### src/rtl/cmd_saver.sv
// Serialises a RAM region into TRS-80 /CMD records (load blocks, then a transfer block or EOF).
// RAM is read through a single-outstanding read port; bytes leave on a valid/ready stream.
module cmd_saver #(
  parameter int ADDR   = 16,
  parameter int RD_LAT = 1
) (
  input  logic            clock,
  input  logic            reset,
  input  logic            start,
  input  logic [ADDR-1:0] start_addr,
  input  logic [ADDR-1:0] end_addr,
  input  logic [ADDR-1:0] exec_addr,
  input  logic            exec_en,
  input  logic            abort,
  output logic [ADDR-1:0] mem_addr,
  output logic            mem_rd,
  input  logic [7:0]      mem_din,
  output logic [7:0]      out_data,
  output logic            out_valid,
  input  logic            out_ready,
  output logic            out_last,
  output logic [23:0]     out_offset,
  output logic            busy,
  output logic            done,
  output logic            error
);

  typedef enum logic [3:0] {
    S_IDLE, S_B_TYPE, S_B_LEN, S_B_LSB, S_B_MSB, S_RD_REQ, S_RD_WAIT,
    S_DATA, S_X_TYPE, S_X_LEN, S_X_LSB, S_X_MSB, S_EOF
  } state_t;

  state_t          state_q;
  logic [ADDR-1:0] cur_q;
  logic [ADDR-1:0] exec_q;
  logic            exec_en_q;
  logic [ADDR:0]   rem_q;
  logic [8:0]      chunk_q;
  logic [2:0]      lat_q;
  logic [7:0]      data_q;
  logic            valid_q;
  logic            last_q;
  logic [23:0]     off_q;
  logic            busy_q;
  logic            done_q;
  logic            error_q;
  logic            rd_q;
  logic [ADDR-1:0] addr_q;

  logic            accept;
  logic [16:0]     rem_w;
  logic [8:0]      chunk_n;
  logic [7:0]      len_byte;
  logic [15:0]     cur_w;
  logic [15:0]     exec_w;
  logic [ADDR-1:0] cur_inc;

  always_comb begin
    accept   = valid_q & out_ready;
    rem_w    = 17'(rem_q);
    chunk_n  = (rem_w > 17'd256) ? 9'd256 : rem_w[8:0];
    // (n+2) mod 256: a 256-byte block encodes as 02
    len_byte = chunk_n[7:0] + 8'd2;
    cur_w    = 16'(cur_q);
    exec_w   = 16'(exec_q);
    cur_inc  = cur_q + ADDR'(1);
  end

  always_ff @(posedge clock or posedge reset) begin
    if (reset) begin
      state_q   <= S_IDLE;
      cur_q     <= '0;
      exec_q    <= '0;
      exec_en_q <= 1'b0;
      rem_q     <= '0;
      chunk_q   <= '0;
      lat_q     <= '0;
      data_q    <= '0;
      valid_q   <= 1'b0;
      last_q    <= 1'b0;
      off_q     <= '0;
      busy_q    <= 1'b0;
      done_q    <= 1'b0;
      error_q   <= 1'b0;
      rd_q      <= 1'b0;
      addr_q    <= '0;
    end else begin
      done_q <= 1'b0;
      rd_q   <= 1'b0;
      if (abort) begin
        state_q <= S_IDLE;
        valid_q <= 1'b0;
        last_q  <= 1'b0;
        busy_q  <= 1'b0;
      end else begin
        if (accept) off_q <= off_q + 24'd1;
        case (state_q)
          S_IDLE: begin
            if (start) begin
              off_q     <= '0;
              error_q   <= 1'b0;
              exec_q    <= exec_addr;
              exec_en_q <= exec_en;
              cur_q     <= start_addr;
              rem_q     <= {1'b0, end_addr} - {1'b0, start_addr} + (ADDR+1)'(1);
              if (end_addr < start_addr) begin
                error_q <= 1'b1;
                done_q  <= 1'b1;
              end else begin
                busy_q  <= 1'b1;
                data_q  <= 8'h01;
                valid_q <= 1'b1;
                state_q <= S_B_TYPE;
              end
            end
          end
          S_B_TYPE: if (accept) begin
            data_q  <= len_byte;
            chunk_q <= chunk_n;
            state_q <= S_B_LEN;
          end
          S_B_LEN: if (accept) begin
            data_q  <= cur_w[7:0];
            state_q <= S_B_LSB;
          end
          S_B_LSB: if (accept) begin
            data_q  <= cur_w[15:8];
            state_q <= S_B_MSB;
          end
          S_B_MSB: if (accept) begin
            valid_q <= 1'b0;
            rd_q    <= 1'b1;
            addr_q  <= cur_q;
            state_q <= S_RD_REQ;
          end
          S_RD_REQ: begin
            lat_q   <= 3'd1;
            state_q <= S_RD_WAIT;
          end
          S_RD_WAIT: begin
            if (lat_q == 3'(RD_LAT)) begin
              data_q  <= mem_din;
              valid_q <= 1'b1;
              state_q <= S_DATA;
            end else begin
              lat_q <= lat_q + 3'd1;
            end
          end
          S_DATA: if (accept) begin
            cur_q   <= cur_inc;
            rem_q   <= rem_q - (ADDR+1)'(1);
            chunk_q <= chunk_q - 9'd1;
            if (chunk_q != 9'd1) begin
              valid_q <= 1'b0;
              rd_q    <= 1'b1;
              addr_q  <= cur_inc;
              state_q <= S_RD_REQ;
            end else if (rem_q != (ADDR+1)'(1)) begin
              data_q  <= 8'h01;
              state_q <= S_B_TYPE;
            end else if (exec_en_q) begin
              data_q  <= 8'h02;
              state_q <= S_X_TYPE;
            end else begin
              data_q  <= 8'h00;
              last_q  <= 1'b1;
              state_q <= S_EOF;
            end
          end
          S_X_TYPE: if (accept) begin
            data_q  <= 8'h02;
            state_q <= S_X_LEN;
          end
          S_X_LEN: if (accept) begin
            data_q  <= exec_w[7:0];
            state_q <= S_X_LSB;
          end
          S_X_LSB: if (accept) begin
            data_q  <= exec_w[15:8];
            last_q  <= 1'b1;
            state_q <= S_X_MSB;
          end
          S_X_MSB, S_EOF: if (accept) begin
            valid_q <= 1'b0;
            last_q  <= 1'b0;
            busy_q  <= 1'b0;
            done_q  <= 1'b1;
            state_q <= S_IDLE;
          end
          default: state_q <= S_IDLE;
        endcase
      end
    end
  end

  assign mem_addr   = addr_q;
  assign mem_rd     = rd_q;
  assign out_data   = data_q;
  assign out_valid  = valid_q;
  assign out_last   = last_q;
  assign out_offset = off_q;
  assign busy       = busy_q;
  assign done       = done_q;
  assign error      = error_q;

endmodule

### config.mk
export PLATFORM = sky130hd
export DESIGN_NAME = cmd_saver
export DESIGN_NICKNAME = d
export VERILOG_FILES = /design/src/rtl/cmd_saver.sv
export SDC_FILE = /design/constraint.sdc
export NUM_CORES = 1
export LEC_CHECK = 0
export ABC_AREA = 1
export BUFFER_PORTS_ARGS = -buffer_cell sky130_fd_sc_hd__buf_4
export CORE_MARGIN = 2
export CORE_UTILIZATION = 35
export DETAILED_ROUTE_END_ITERATION = 12
export HOLD_SLACK_MARGIN = 0.05
export PLACE_DENSITY = 0.58
export SKIP_CTS_REPAIR_TIMING = 1
export SYNTH_ARGS = -nofsm -noshare
export SYNTH_HDL_FRONTEND = slang
export SYNTH_SLANG_ARGS = --single-unit
### constraint.sdc
create_clock -name clock -period 4.6 [get_ports clock]
set_input_delay 0.92 -clock clock [delete_from_list [all_inputs] [get_ports clock]]
set_output_delay 0.92 -clock clock [all_outputs]
set_load 0.005 [all_outputs]
==> results of run 1 <==
cells in the final DEF, fill, tap and decap left out, drive strengths merged, types with 3 or more instances in the layout:
cell,instances
xnor2,4
nor2,138
clkinv,5
a22oi,13
buf,121
a21oi,81
ha,43
o211ai,3
nor3,39
o22ai,12
o221ai,4
clkbuf,22
nor4,9
dfrtp,120
nand3,59
inv,166
a31oi,18
a211oi,5
nor3b,3
nand4,18
o21ai,105
fa,8
nand2,242
xor2,14
worst register-to-register path, stage by stage (launching register included):
cell       delay [ns]
dfrtp_1          0.48
inv_1            0.19
ha_1             0.17
nand2_1          0.05
nor3_1           0.17
nand3_1          0.12
nand2_2          0.17
inv_1            0.12
nor2_1           0.28
ha_1             0.30
a2111oi_0        0.64
o21ai_2          0.08
layout make-up:
| cell class | count | area, sq um |
|---|---|---|
| sequential | 120 | 3003 |
| clock inverter | 8 | 98.84 |
| timing repair buffer | 121 | 920.9 |
| clock buffer | 22 | 464.2 |
| fill | 2432 | 13370 |
| inverter | 167 | 630.6 |
| tap | 319 | 399.1 |
| multi-input combinational | 837 | 4583 |
state kept, by name, summed over array words and instances (netlist names):
| register | cells |
|---|---|
| out_last | 1 |
| state_q | 4 |
| error | 1 |
| lat_q | 3 |
| rem_q | 17 |
| exec_q | 16 |
| cur_q | 16 |
| mem_addr | 16 |
| out_valid | 1 |
| out_offset | 24 |
| busy | 1 |
| done | 1 |
| chunk_q | 9 |
| out_data | 8 |
| exec_en_q | 1 |
| mem_rd | 1 |
Yosys cell counts (2+ instances only):
library cell,count
nand2_1,237
inv_1,153
nor2_1,129
dfrtp_1,120
o21ai_0,93
a21oi_1,79
nand3_1,59
ha_1,43
nor3_1,33
a31oi_1,18
nand4_1,18
buf_2,16
xor2_1,14
a22oi_1,13
inv_2,13
o22ai_1,12
clkbuf_1,9
fa_1,8
nor4_1,8
o21ai_1,7
nor2_2,6
a211oi_1,4
buf_4,4
nand2_2,4
nor3_2,4
o21ai_2,4
o221ai_1,4
xnor2_1,4
nor2_4,3
nor3b_1,3
o211ai_1,3
a221oi_1,2
and3_1,2
buf_6,2
nor3_4,2
o21bai_1,2
report_power, final:
group	internal, mW	total, mW	switching (mW)
logic	0.752	2.02	1.27
registers	1.44	1.80	0.357
clock network	0.817	1.30	0.488
total	3.01	5.13	2.12
cells by family (layout without fill, tap and decap cells):
kind of cell             after synthesis  in the layout  synth area share [%]
AO/OA/AOI/OAI                        254            254                 17.55
XOR/XNOR                              18             18                 1.880
adder cells (fa/ha/maj)               51             51                 8.327
buffers and inverters                199            318                 9.521
flip-flops                           120            120                 35.82
multiplexers                           1              1                0.1343
AND/OR/NAND/NOR                      513            513                 26.77
layer usage:
metal	wire length, um	GRT usage [%]
met3	1346	3.892
met4	376	5.463
met2	11440	32.99
met1	12100	28.12
met5	0	0
worst paths after layout:
kind | endpoint | slack (ns) | depth (start not counted)
setup / recovery | out_data[2]$_DFFE_PP0P_ | 1.70 | 11
hold / removal | exec_q[5]$_DFFE_PP0P_ | 0.49 | 2
setup reg to reg | out_data[2]$_DFFE_PP0P_ | 1.70 | 11
hold reg to reg | exec_q[5]$_DFFE_PP0P_ | 0.49 | 2
max in group asynchronous | cur_q[14]$_DFFE_PP0P_ | 3.39 | 3
min in group asynchronous | chunk_q[2]$_DFFE_PP0P_ | 0.62 | 3
metrics by stage:
| stage | cells | utilization [%] |
|---|---|---|
| floorplan | 1156 | - |
| global placement | 1564 | 40.63 |
| detailed placement | 1564 | 40.63 |
| CTS | 1594 | 43.03 |
| global route | 1594 | 43.03 |
| finish | 1594 | 43.03 |
==> flow_metrics.env, run 1 <==
export IMPL_grt_overflow_total=0
export IMPL_r2r_start="rem_q[0]$_DFFE_PP0P_"
export IMPL_wl_per_cell_um=15.85
export IMPL_rows=56
export IMPL_critPathBufInv=2
export IMPL_die_area_sq_mm=0.02521
export IMPL_finalNetCount=1377
export IMPL_setup_ws_ns=1.700
export IMPL_design_core_area_sq_mm=0.02347
export IMPL_vias_per_cell=5.093
export IMPL_start_util_pct=35.72
export IMPL_status="completed"
export IMPL_grt_antenna_before_repair=0
export IMPL_hp_start="exec_q[5]$_DFFE_PP0P_"
export IMPL_clock_latency_ns=0.42
export IMPL_stdcell_area_sq_mm=0.01010
export IMPL_clock_sinks=120
export IMPL_layout_drive_gt1_share_pct=15.29
export IMPL_syn_area_sq_mm=0.008384
export IMPL_io_pins=116
export IMPL_port_buffers=115
export IMPL_crit_arrival_ns=3.19
export IMPL_gp_congestion=0.9317
export IMPL_cts_tree="yes"
export IMPL_maxCapViolations=0
export IMPL_ant_nets=0
export IMPL_synthTopCellsByArea="dfrtp_1, nand2_1, inv_1"
export IMPL_root_buffer="clkbuf_16"
export IMPL_area_delta_synth_final_pct=20.46
export IMPL_grt_pass1_wl_mm=41.73
export IMPL_critPathLaunchType="flip-flop"
export IMPL_ys_async_sr_fraction_pct=100.0
export IMPL_pre_cts_slack_ns=1.444
export IMPL_rsz0062_at_grt="no"
export IMPL_grt_pass1_vias=7933
export IMPL_drt_wl_total_mm=25.26
export IMPL_yosysTopAreaCellShare_pct=35.82
export IMPL_layout_worst_path_cycle_share_pct=63.05
export IMPL_grt_start_max_net_pins=121
export IMPL_ir_drop_mv=0.2640
export IMPL_synth_cells=1156
export IMPL_dpl_hpwl_mm=18.95
export IMPL_finalSetupTns_ns=0
export IMPL_ys_flop_type="dfrtp_1"
export IMPL_hold_violations=0
export IMPL_cts_reportedPaths_clkPinSlew_ns=0.06
export IMPL_place_area_sq_mm=0.009537
export IMPL_vias=8119
export IMPL_fp_dieH_um=158.8
export IMPL_seq_area_frac_synth_pct=35.82
export IMPL_cp_max_fo=9
export IMPL_setup_viol=0
export IMPL_drv_slew=0
export IMPL_path_class="flip-flop to flip-flop"
export IMPL_drc=0
export IMPL_hold_class="flip-flop to flip-flop"
export IMPL_total_leakage_power_nw=4.878
export IMPL_max_freq_ghz=0.3448
export IMPL_p_total_mw=5.126
export IMPL_synth_edff_count=0
export IMPL_synth_nets=1269
export IMPL_ys_ff_latch=120
export IMPL_holdWs_ns=0.4885
export IMPL_yosys_area_top_type="dfrtp_1"
export IMPL_ys_types=57
export IMPL_slew_headroom_pct=37.56
export IMPL_dr_pass1_iters=5
export IMPL_ctsLongestPathBuffers=2
export IMPL_slowest_delay_ns=0.64
export IMPL_avgSynthCellArea_sq_um=7.253
export IMPL_yosys_warnings=0
export IMPL_clock_skew_ns=0.009226
export IMPL_insertedDiodeCount=0
export IMPL_h_tree_depth=4
export IMPL_cp_end_kind="flip-flop"
export IMPL_crit_start="rem_q[0]$_DFFE_PP0P_"
export IMPL_path_cells="inv_1, ha_1, nand2_1, nor3_1, nand3_1, nand2_2, inv_1, nor2_1, ha_1, a2111oi_0, o21ai_2"
export IMPL_required_ns=4.89
export IMPL_crit_family="simple AND/OR/NAND/NOR gates"
export IMPL_worstMarginPinSlew_ns=0.9332
export IMPL_fin_crit_ns=2.900
export IMPL_drtIter0Drc=791
export IMPL_cts_made_buffers=17
export IMPL_crit_slowest_cell="a2111oi_0"
export IMPL_grt_total_usage_pct=20.46
export IMPL_die_w_um=158.8
export IMPL_power_density_mw_per_mm2=507.5
No activity file was read; power rests on OpenSTA's default activity.
==> run 2: changes to the inputs <==
ABC_AREA = 0   (was 1)
PLACE_DENSITY = 0.6   (was 0.58)
clock period = 2.6 ns   (was 4.6 ns; I/O delays follow)
==> run 2 against run 1 <==
The flow now finishes with violations (negative setup slack). Die area shrank 3.0%. Cell area is 7.9% higher. Final cell count shrank 7.2%. Critical endpoint unchanged. Largest cell class unchanged.
==> flow_metrics.env, run 2 <==
export IMPL_worstMarginPinSlew_ns=0.6629
export IMPL_root_buffer="clkbuf_16"
export IMPL_yosysTopAreaCellShare_pct=36.96
export IMPL_layout_drive_gt1_share_pct=26.97
export IMPL_maxCapViolations=0
export IMPL_yosys_top_cells_count="nand2_1, dfrtp_1, o21ai_0"
export IMPL_slew_headroom_pct=55.81
export IMPL_fin_crit_ns=2.711
export IMPL_ys_ff_latch=120
export IMPL_status="complete, but fails checks"
export IMPL_drc=0
export IMPL_layout_worst_path_cycle_share_pct=104.3
export IMPL_start_util_pct=35.78
export IMPL_grt_antenna_before_repair=0
export IMPL_die_area_sq_mm=0.02445
export IMPL_p_total_mw=9.451
export IMPL_yosys_warnings=0
export IMPL_total_leakage_power_nw=5.072
export IMPL_hold_violations=0
export IMPL_path_class="flip-flop to flip-flop"
export IMPL_max_freq_ghz=0.3689
export IMPL_violations="negative setup slack"
export IMPL_synth_nets=1083
export IMPL_grt_pass1_vias=7628
export IMPL_drt_wl_total_mm=24.69
export IMPL_ctsLongestPathBuffers=2
export IMPL_critPathLaunchType="flip-flop"
export IMPL_ir_drop_mv=0.4629
export IMPL_io_pins=116
export IMPL_synth_edff_count=0
export IMPL_hold_class="primary input to flip-flop"
export IMPL_synthTopCellsByArea="dfrtp_1, ha_1, nand2_1"
export IMPL_rows=55
export IMPL_drv_slew=0
export IMPL_required_ns=2.90
export IMPL_avgSynthCellArea_sq_um=8.377
export IMPL_insertedDiodeCount=0
export IMPL_gp_congestion=0.9203
export IMPL_yosys_area_top_type="dfrtp_1"
export IMPL_rsz0062_at_grt="yes"
export IMPL_grt_total_usage_pct=20.74
export IMPL_port_buffers=115
export IMPL_vias=7875
export IMPL_ys_types=71
export IMPL_die_w_um=156.4
export IMPL_finalSetupTns_ns=-0.1111
export IMPL_grt_overflow_total=0
export IMPL_clock_latency_ns=0.42
export IMPL_finalNetCount=1294
export IMPL_dr_pass1_iters=5
export IMPL_cts_tree="yes"
export IMPL_final_common_cell="buf_4"
export IMPL_fp_dieH_um=156.4
export IMPL_grt_busiest_layer="met2"
export IMPL_cp_max_fo=4
export IMPL_setup_ws_ns=-0.1111
export IMPL_vias_per_cell=5.325
export IMPL_area_delta_synth_final_pct=34.11
export IMPL_ys_flop_type="dfrtp_1"
export IMPL_use_met2_pct=32.28
export IMPL_cp_end_kind="flip-flop"
export IMPL_setup_viol=1
export IMPL_met3_usage_pct=3.849
export IMPL_clock_sinks=120
export IMPL_dpl_hpwl_mm=18.73
export IMPL_design_core_area_sq_mm=0.02271
export IMPL_wl_per_cell_um=16.70
export IMPL_final_cell_mix="buf_4, nand2_1, dfrtp_1, nor2_1, o21ai_0"
export IMPL_ant_nets=0
export IMPL_ys_async_sr_fraction_pct=100.0
export IMPL_clock_skew_ns=0.01067
export IMPL_cts_made_buffers=17
export IMPL_grt_start_max_net_pins=121
export IMPL_crit_arrival_ns=3.02
export IMPL_synth_cells=970
export IMPL_grt_pass1_wl_mm=39.96
export IMPL_largest_reg_flops=24
export IMPL_seq_area_frac_synth_pct=36.96
export IMPL_power_density_mw_per_mm2=867.3
export IMPL_drtIter0Drc=593
export IMPL_grt_met1_usage_pct=29.34
export IMPL_syn_area_sq_mm=0.008125
export IMPL_cts_reportedPaths_clkPinSlew_ns=0.06
export IMPL_h_tree_depth=4
export IMPL_yosysMostFrequentCell="nand2_1"
==> run 2: stage by stage <==
| step | setup slack (ns) | hold WS [ns] | utilization [%] | std cells | instance area [sq um] |
|---|---|---|---|---|---|
| 2_1_floorplan | 0.001325 | 0.4401 | - | 970 | 8208 |
| 3_3_place_gp | -0.2766 | 0.4631 | 45.18 | 1447 | 10260 |
| 3_5_place_dp | -0.3277 | 0.4644 | 45.18 | 1447 | 10260 |
| 4_1_cts | -0.1239 | 0.2775 | 47.82 | 1479 | 10860 |
| 5_1_grt | -0.1657 | 0.2934 | 47.98 | 1479 | 10900 |
| 6_report | -0.1111 | 0.2888 | 47.98 | 1479 | 10900 |
==> run 2: critical path, cell delays in order (launching register included) <==
cell and delay [ns]:
dfrtp_1 0.39, or3_4 0.39, nor4b_4 0.35, and3_4 0.27, ha_4 0.20, mux2_4 0.27
a222oi_1 0.34, o21ai_1 0.12, mux2_4 0.26
==> run 2: layout make-up <==
type / count / area, sq um
inverters: 48 / 186.4
well taps: 285 / 356.6
fillers: 2196 / 11810
flip-flops and latches: 120 / 3003
clock inverters: 14 / 161.4
clock buffers: 18 / 439.2
repair buffers: 243 / 1874
multi-input cells: 751 / 4876
==> run 2: routing by layer <==
layer  up-vias  part of all wire (%)
li1       3873                     -
met4         0                   1.7
met2       221                    46
met3        31                   5.0
met1      3750                    47
met5         -                     0
==> run 2: final timing paths <==
check / from / to / slack, ns / cells after the start
worst min register to register: mem_addr[3]$_DFFE_PP0P_ / mem_addr[3]$_DFFE_PP0P_ / 0.48 / 2
worst max register to register: rem_q[15]$_DFFE_PP0P_ / out_data[2]$_DFFE_PP0P_ / -0.11 / 8
max in group asynchronous: reset / rem_q[10]$_DFFE_PP0P_ / 1.83 / 3
worst max-delay path: rem_q[15]$_DFFE_PP0P_ / out_data[2]$_DFFE_PP0P_ / -0.11 / 8
min in group asynchronous: reset / exec_q[1]$_DFFE_PP0P_ / 0.30 / 3
worst min-delay path: exec_addr[2] / exec_q[2]$_DFFE_PP0P_ / 0.29 / 3
==> run 2: cell families after synthesis <==
family | after synthesis | synth area share, %
compound gates | 264 | 19.93
xor+xnor | 54 | 5.821
fa+ha+maj | 51 | 8.593
buf+inv | 99 | 4.666
flops | 120 | 36.96
mux | 15 | 2.310
simple gates | 367 | 21.73
==> run 2: where the power goes <==
| group | internal [mW] | leakage (nW) | switching [mW] |
|---|---|---|---|
| combinational | 1.86 | 3.23 | 2.14 |
| sequential | 2.48 | 1.55 | 0.569 |
| clock | 1.46 | 0.291 | 0.941 |
